--- src/rtl/tl_a_queue_if.sv ---
// TileLink A-channel beat interface: valid/ready handshake plus all A fields.
// The producer side of a link uses the master modport, the consumer side the slave modport.
interface tl_a_queue_if;
  logic        valid;
  logic        ready;
  logic [2:0]  opcode;
  logic [2:0]  param;
  logic [3:0]  size;
  logic [6:0]  source;
  logic [29:0] address;
  logic [3:0]  mask;
  logic [31:0] data;
  logic        corrupt;

  modport master (
    output valid, opcode, param, size, source, address, mask, data, corrupt,
    input  ready
  );

  modport slave (
    input  valid, opcode, param, size, source, address, mask, data, corrupt,
    output ready
  );
endinterface

--- src/rtl/tl_a_queue.sv ---
// TileLink A-channel queue: DEPTH-entry circular buffer with enq/deq pointers
// and a maybe_full flag that tells "full" from "empty" when the pointers meet.
// Optional macro TL_A_QUEUE_FLOW_EN: when the queue is empty an incoming beat
// is presented on deq in the same cycle, and skips storage if it is taken.
module tl_a_queue #(
  parameter int DEPTH = 2
) (
  input  logic         clock,
  input  logic         reset_n,
  tl_a_queue_if.slave  enq,
  tl_a_queue_if.master deq,
  output logic [4:0]   count
);

  localparam int PW = (DEPTH > 1) ? $clog2(DEPTH) : 1;
  localparam int BW = 84;
  localparam logic [PW-1:0] LAST_IDX = PW'(DEPTH - 1);

  logic [PW-1:0] r_enqPtr;
  logic [PW-1:0] r_deqPtr;
  logic          r_maybeFull;
  logic [BW-1:0] r_mem [DEPTH];

  logic          w_ptrMatch;
  logic          w_empty;
  logic          w_full;
  logic          w_doEnq;
  logic          w_doDeq;
  logic [BW-1:0] w_enqBeat;
  logic [BW-1:0] w_headBeat;
  logic [BW-1:0] w_outBeat;
  logic [4:0]    w_count;

  assign w_ptrMatch = (r_enqPtr == r_deqPtr);
  assign w_empty    = w_ptrMatch && !r_maybeFull;
  assign w_full     = w_ptrMatch && r_maybeFull;

  assign w_enqBeat  = {enq.opcode, enq.param, enq.size, enq.source,
                       enq.address, enq.mask, enq.data, enq.corrupt};
  assign w_headBeat = r_mem[r_deqPtr];

  assign enq.ready  = !w_full;

`ifdef TL_A_QUEUE_FLOW_EN
  assign deq.valid  = !w_empty || enq.valid;
  assign w_outBeat  = w_empty ? w_enqBeat : w_headBeat;
  assign w_doEnq    = enq.valid && !w_full && !(w_empty && deq.ready);
  assign w_doDeq    = !w_empty && deq.ready;
`else
  assign deq.valid  = !w_empty;
  assign w_outBeat  = w_headBeat;
  assign w_doEnq    = enq.valid && !w_full;
  assign w_doDeq    = !w_empty && deq.ready;
`endif

  assign {deq.opcode, deq.param, deq.size, deq.source,
          deq.address, deq.mask, deq.data, deq.corrupt} = w_outBeat;

  // Storage is written only on an accepted beat and is deliberately not reset.
  always_ff @(posedge clock) begin
    if (w_doEnq) begin
      r_mem[r_enqPtr] <= w_enqBeat;
    end
  end

  // Pointer and fullness tracking; pointers wrap by compare so DEPTH need not be a power of two.
  always_ff @(posedge clock or negedge reset_n) begin
    if (!reset_n) begin
      r_enqPtr    <= '0;
      r_deqPtr    <= '0;
      r_maybeFull <= 1'b0;
    end else begin
      if (w_doEnq) begin
        r_enqPtr <= (r_enqPtr == LAST_IDX) ? '0 : r_enqPtr + 1'b1;
      end
      if (w_doDeq) begin
        r_deqPtr <= (r_deqPtr == LAST_IDX) ? '0 : r_deqPtr + 1'b1;
      end
      if (w_doEnq != w_doDeq) begin
        r_maybeFull <= w_doEnq;
      end
    end
  end

  // Occupancy from pointer distance; meeting pointers mean DEPTH or 0 depending on maybe_full.
  always_comb begin
    w_count = '0;
    if (w_ptrMatch) begin
      w_count = r_maybeFull ? 5'(DEPTH) : 5'd0;
    end else if (r_enqPtr > r_deqPtr) begin
      w_count = 5'(r_enqPtr) - 5'(r_deqPtr);
    end else begin
      w_count = 5'(DEPTH) + 5'(r_enqPtr) - 5'(r_deqPtr);
    end
  end

  assign count = w_count;

endmodule

--- src/flat_wrapper.sv ---
// flat-port wrapper written by rule: the top's interface ports become plain ports
module tl_a_queue_flat 
#(
  parameter int DEPTH = 2
)
  (clock, reset_n, count, enq_valid, enq_opcode, enq_param, enq_size, enq_source, enq_address, enq_mask, enq_data, enq_corrupt, enq_ready, deq_valid, deq_opcode, deq_param, deq_size, deq_source, deq_address, deq_mask, deq_data, deq_corrupt, deq_ready);
  tl_a_queue_if enq_i ();
  tl_a_queue_if deq_i ();
  input  logic clock;
  input  logic reset_n;
  output logic [4:0] count;
  input wire logic [$bits(enq_i.valid)-1:0] enq_valid;
  input wire logic [$bits(enq_i.opcode)-1:0] enq_opcode;
  input wire logic [$bits(enq_i.param)-1:0] enq_param;
  input wire logic [$bits(enq_i.size)-1:0] enq_size;
  input wire logic [$bits(enq_i.source)-1:0] enq_source;
  input wire logic [$bits(enq_i.address)-1:0] enq_address;
  input wire logic [$bits(enq_i.mask)-1:0] enq_mask;
  input wire logic [$bits(enq_i.data)-1:0] enq_data;
  input wire logic [$bits(enq_i.corrupt)-1:0] enq_corrupt;
  output wire logic [$bits(enq_i.ready)-1:0] enq_ready;
  output wire logic [$bits(deq_i.valid)-1:0] deq_valid;
  output wire logic [$bits(deq_i.opcode)-1:0] deq_opcode;
  output wire logic [$bits(deq_i.param)-1:0] deq_param;
  output wire logic [$bits(deq_i.size)-1:0] deq_size;
  output wire logic [$bits(deq_i.source)-1:0] deq_source;
  output wire logic [$bits(deq_i.address)-1:0] deq_address;
  output wire logic [$bits(deq_i.mask)-1:0] deq_mask;
  output wire logic [$bits(deq_i.data)-1:0] deq_data;
  output wire logic [$bits(deq_i.corrupt)-1:0] deq_corrupt;
  input wire logic [$bits(deq_i.ready)-1:0] deq_ready;
  assign enq_i.valid = enq_valid;
  assign enq_i.opcode = enq_opcode;
  assign enq_i.param = enq_param;
  assign enq_i.size = enq_size;
  assign enq_i.source = enq_source;
  assign enq_i.address = enq_address;
  assign enq_i.mask = enq_mask;
  assign enq_i.data = enq_data;
  assign enq_i.corrupt = enq_corrupt;
  assign enq_ready = enq_i.ready;
  assign deq_valid = deq_i.valid;
  assign deq_opcode = deq_i.opcode;
  assign deq_param = deq_i.param;
  assign deq_size = deq_i.size;
  assign deq_source = deq_i.source;
  assign deq_address = deq_i.address;
  assign deq_mask = deq_i.mask;
  assign deq_data = deq_i.data;
  assign deq_corrupt = deq_i.corrupt;
  assign deq_i.ready = deq_ready;
  tl_a_queue #(.DEPTH(DEPTH)) u_core (.clock(clock), .reset_n(reset_n), .enq(enq_i), .deq(deq_i), .count(count));
endmodule
--- config.mk ---
export PLATFORM = sky130hd
export DESIGN_NAME = tl_a_queue_flat
export DESIGN_NICKNAME = d
export VERILOG_FILES = /design/src/rtl/tl_a_queue_if.sv /design/src/rtl/tl_a_queue.sv /design/src/flat_wrapper.sv
export SDC_FILE = /design/constraint.sdc
export NUM_CORES = 1
export LEC_CHECK = 0
export ABC_AREA = 1
export BUFFER_PORTS_ARGS = -buffer_cell sky130_fd_sc_hd__buf_4
export CORE_ASPECT_RATIO = 1.25
export CORE_MARGIN = 3
export CORE_UTILIZATION = 52
export CTS_CLUSTER_DIAMETER = 100
export DETAILED_ROUTE_END_ITERATION = 12
export PLACE_DENSITY_LB_ADDON = 0.1
export SYNTH_ARGS = -nofsm -noshare
export SYNTH_HDL_FRONTEND = slang
export SYNTH_SLANG_ARGS = --single-unit
--- constraint.sdc ---
create_clock -name clock -period 5.92 [get_ports clock]
set_input_delay 0.592 -clock clock [delete_from_list [all_inputs] [get_ports clock]]
set_output_delay 0.592 -clock clock [all_outputs]
set_load 0.005 [all_outputs]
## Word level (Yosys, flattened, before mapping)

Memories as Yosys holds them, arrays and structs flattened.
Index checks and enable logic that the tools add are counted.

| storage, ports and cells | value |
|---|---|
| flip-flop bits (word level) | 3 |
| bits in writable memories | 168 |
| input bits | 88 |
| output and inout port bits | 91 |
| word-level logic and storage cells | 26 |
| memories | 1 |

Memories:

| memory | depth | width | read ports | clocked after memory_dff | write ports | line | RTL |
|---|---|---|---|---|---|---|---|
| u_core.r_mem | 2 | 84 | 1 | 0 | 1 | tl_a_queue.sv:22 | `logic [BW-1:0] r_mem [DEPTH];` |

| operators by class | value |
|---|---|
| add/sub/neg operators | 5 |
| order comparisons | 1 |
| equality and inequality tests | 2 |
| muxes and demuxes | 7 |
| reductions and logical operators | 7 |

Operators with widths:

| kind | number |
|---|---|
| $mux W5 | 2 |
| $sub A5 B1 Y5 | 1 |
| $logic_and A1 B1 Y1 | 4 |
| $mux W1 | 4 |
| $add A2 B1 Y3 const A | 1 |
| $logic_not A1 Y1 | 3 |
| $add A1 B1 Y1 const B | 2 |
| $mux W2 | 1 |
| $sub A1 B1 Y2 | 1 |
| $eq A1 B1 Y1 | 1 |
| $gt A1 B1 Y1 | 1 |
| $ne A1 B1 Y1 | 1 |

## Depth between registers and ports, before layout

| logic depth | value |
|---|---|
| depth after elaboration | 6 |
| gate-level depth with buffers | 8 |
| mapped depth without buffers | 6 |

## Worst setup path after synthesis

Ideal clock, no wire load.

| path | value |
|---|---|
| path kind | flip-flop to flip-flop |
| start point | register u_core.r_deqPtr |
| end point | memory u_core.r_mem[1][0], enable pin |
| library setup time | 527 ps |
| data arrival time | 4,727 ps |
| required time | 5,393 ps |
| path slack | 666 ps |
| stages on the path, launching flop included | 8 |
| buffers on the path | 2 |
| period minus slack after synthesis | 5,254 ps |
| cells stage by stage | dfrtp_1 -> buf_4 -> inv_4 -> buf_2 -> ha_1 -> nand2_1 -> nand2_1 -> nor2_1 |

| between the ends | value |
|---|---|
| cells in the longest elaborated chain, start to end | 6 |

RTL lines:

| what | line | RTL |
|---|---|---|
| start: declaration | tl_a_queue.sv:20 | `logic [PW-1:0] r_deqPtr;` |
| start signal: assignment | tl_a_queue.sv:77 | `r_deqPtr <= (r_deqPtr == LAST_IDX) ? '0 : r_deqPtr + 1'b1;` |
| $eq A1 B1 Y1 | tl_a_queue.sv:34 | `assign w_ptrMatch = (r_enqPtr == r_deqPtr);` |
| $logic_and A1 B1 Y1 | tl_a_queue.sv:36 | `assign w_full = w_ptrMatch && r_maybeFull;` |
| $logic_not A1 Y1 | -- |  |
| via enq_ready | flat_wrapper.sv:21 | `output wire logic [$bits(enq_i.ready)-1:0] enq_ready;` |
| $logic_and A1 B1 Y1 | tl_a_queue.sv:52 | `assign w_doEnq = enq.valid && !w_full;` |
| $mux W1 | tl_a_queue.sv:61 | `if (w_doEnq) begin` |
| $mux W1 (not written as such) | tl_a_queue.sv:62 | `r_mem[r_enqPtr] <= w_enqBeat;` |
| end: declaration | tl_a_queue.sv:22 |  |

The timed path passes the listed nets, and every way through them passes these cells.

## Worst setup path in the final report

| path | value |
|---|---|
| start point | register u_core.r_deqPtr |
| end point | memory u_core.r_mem[1][78], enable pin |

| between the ends | value |
|---|---|
| cells in the longest elaborated chain, start to end | 6 |

RTL lines:

| what | line |
|---|---|
| $eq A1 B1 Y1 | tl_a_queue.sv:34 |
| $logic_and A1 B1 Y1 | tl_a_queue.sv:36 |
| $logic_not A1 Y1 | tl_a_queue.sv:52 |
| $logic_and A1 B1 Y1 | tl_a_queue.sv:52 |
| $mux W1 | tl_a_queue.sv:61 |
| $mux W1 (not written as such) | tl_a_queue.sv:62 |

No other way between the ends.

==> metrics.md <==
| Metric | Value |
|---|---|
| CP Capture Point | u_core.r_mem[1][78] |
| Area of the multi-input gates | 1050 µm² |
| CTS Buffer Depth | 2 |
| Max-slew headroom | 0.340 |
| Largest net degree at the start of global routing | 87 |
| Final Hold Viols | 0 |
| Place WS | 2.58 ns |
| Syn_area_per_cell | 13.5 µm² |
| Max Cap Viol | 0 |
| Post-route ant nets | 0 |
| Sequential Area | 5120 µm² |
| Max-slew violation count | 0 |
| Cells after Synth | 469 |
| FF+latch count, synth | 171 |
| Ys Warns | 0 |
| Nets | 739 |
| F_max | 305 MHz |
| Share of cells above drive strength 1 | 0.325 |
| CTS tree | built |
| Skew final | 0.00799 ns |
| Post-Syn Area | 6340 µm² |
| Max FO, Critical Path | 86 |
| Dominant cell type by area after synthesis | edfxtp_1 |
| Top cells by area, synth | edfxtp_1 80%, nand2_1 16%, dfrtp_1 1.2% |
| Clk_lat worst skew | 0.41 ns |
| Non-filler cells, final | 823 |
| Via-per-instance ratio | 4.78 |
| Power Density | 513 nW/µm² |
| Final setup violating endpoints | 0 |
| Worst setup startpoint | u_core.r_deqPtr |
| Crit start category | flip-flop |
| Clock sink count | 171 |
| # fillers | 848 |
| Routed WL | 12.4 mm |
| Data required, critical path | 5.95 ns |
| Area added between synthesis and finish | 31.9% |
| Critical R2R Launch | u_core.r_deqPtr |
| DIE WIDTH | 105 µm |
| Post-synthesis sequential area ratio | 0.807 |
| Initial antenna violation count | 0 |
| RSZ-0062 raised after global routing | no |
| Vias post-DR | 3932 |
| Status | complete, no violations |
| Worst-case reg-to-reg path depth | 6 |
| Crit. End Element | flip-flop |
| RePlAce Congestion | 0.761 |
| Diode count | 0 |
| Slew @ Worst Pin | 0.989 ns |
| Post-Place Cells | 790 |
| WS Path Type | flip-flop to flip-flop |
| Num CTS Buffers | 17 |
| Die Span Y | 129 µm |
| Post-route clock period utilization | 0.554 |
| Core Box Area | 11800 µm² |
| Die area | 13600 µm² |
| Overflow after GRT | 0 |
| Root Buffer | clkbuf_16 |
| Net count after synthesis | 559 |
| GRT Overall Usage | 0.184 |
| Initial DRC Count | 220 |
| DRC viols | 0 |
| Row count | 44 |
| Leak Pwr | 3.59 nW |
| Max VDD drop | 0.281 mV |
| Critical R2R Capture | u_core.r_mem[1][78] |
| Post-synthesis cell type count | 12 |
| Estimated wirelength of the detail-placed design | 7.83 mm |
| Type of the most critical hold path | input pin to flip-flop |
| Drt pass-1 iters | 6 |
| Port Buffer Count | 178 |
| CP arrival | 3.31 ns |
| Initial core utilization | 0.538 |
| IO Count | 179 |
| CTS clk-pin slew, worst paths | 0.07 ns |
| DR WL/cell | 15.1 µm |
| Post-route setup TNS | 0 ns |
| H-Tree Depth | 4 |
| Hold path startpoint | enq_data[20] |
| Minimum clock period | 3.28 ns |
| First-pass GRT wire length | 19.0 mm |
| Worst reg2reg setup slack | 2.64 ns |
| Vias in the first global route | 3921 |
| Final WS setup | 2.64 ns |
| Area share of the largest cell type after synthesis | 0.796 |
-- sequential cells by signal (all words and copies together) (netlist names) --
signal and flops:
u_core.r_deqPtr 1, u_core.r_enqPtr 1, u_core.r_maybeFull 1, u_core.r_mem 168
-- Yosys cell counts --
cell	number
nand3_1	3
nand2_1	263
buf_4	5
dfrtp_1	3
buf_6	6
buf_2	10
edfxtp_1	168
inv_4	1
nor2_1	2
ha_1	2
inv_1	5
or2_2	1
-- per-layer routing --
layer	up-vias	GRT usage	share of wire
met3	16	0.0673	0.076
li1	1937	-	-
met2	158	0.317	0.53
met1	1821	0.211	0.38
met5	-	0	0
met4	0	0.0741	0.017
-- what timing repair did --
item / 4_1_cts / 5_1_grt
hold buffers: 1 / 0
buffers inserted: 0 / 0
hold endpoints to repair: 3 / 0
resized for setup: 0 / 0
-- worst min path at each step --
stage / slack (ns) / cells past startpoint / end
after global placement: 0.39 / 1 / u_core.r_maybeFull
after CTS: 0.34 / 1 / u_core.r_mem[1][60]
after global routing: 0.34 / 1 / u_core.r_mem[1][20]
after detailed placement: 0.39 / 1 / u_core.r_enqPtr
final: 0.36 / 1 / u_core.r_mem[0][21]
after floorplan: 0.30 / 0 / u_core.r_deqPtr
-- cell type report --
cell class,count,area share
clock buffers,18,0.0513
clock inverters,14,0.0203
inverters,6,0.00314
multi-input cells,271,0.125
flip-flops and latches,171,0.612
well taps,161,0.0241
repair buffers,182,0.164
-- cell families after synthesis --
logic type    synth area share
simple gates             0.160
flops                    0.807
buf+inv                 0.0284
fa+ha+maj              0.00395
-- cells in the final DEF (no fill, tap or decap), drive strengths merged --
master,Yosys,routed
ha,2,2
or2,1,1
inv,6,8
clkbuf,0,18
nor2,2,2
clkinvlp,0,2
edfxtp,168,168
dfrtp,3,3
buf,21,181
dlygate4sd3,0,1
bufinv,0,3
nand2,263,263
nand3,3,3
clkinv,0,7
-- worst max-delay path: stages, from the launching register on --
cell and delay [ns]:
dfrtp_2 0.42, inv_4 0.63, ha_1 0.40, nand2_1 0.13, nand2_1 0.13, nor2_4 0.30
buf_4 0.78
-- metrics by stage --
step	utilization	total power, mW	hold WS, ns	cell area, µm²
detailed placement	0.658	3.24	0.385	7760
global route	0.710	4.55	0.339	8370
CTS	0.710	4.35	0.344	8370
global placement	0.658	3.20	0.385	7760
finish	0.710	4.29	0.362	8370
floorplan	-	2.53	0.296	6340
-- power breakdown --
group / internal (mW) / switching [mW] / leakage (nW)
registers: 1.71 / 0.0719 / 1.59
logic: 0.598 / 0.801 / 1.71
clock network: 0.666 / 0.437 / 0.286
total: 2.98 / 1.31 / 3.59
No activity file was read; power rests on OpenSTA's default activity.
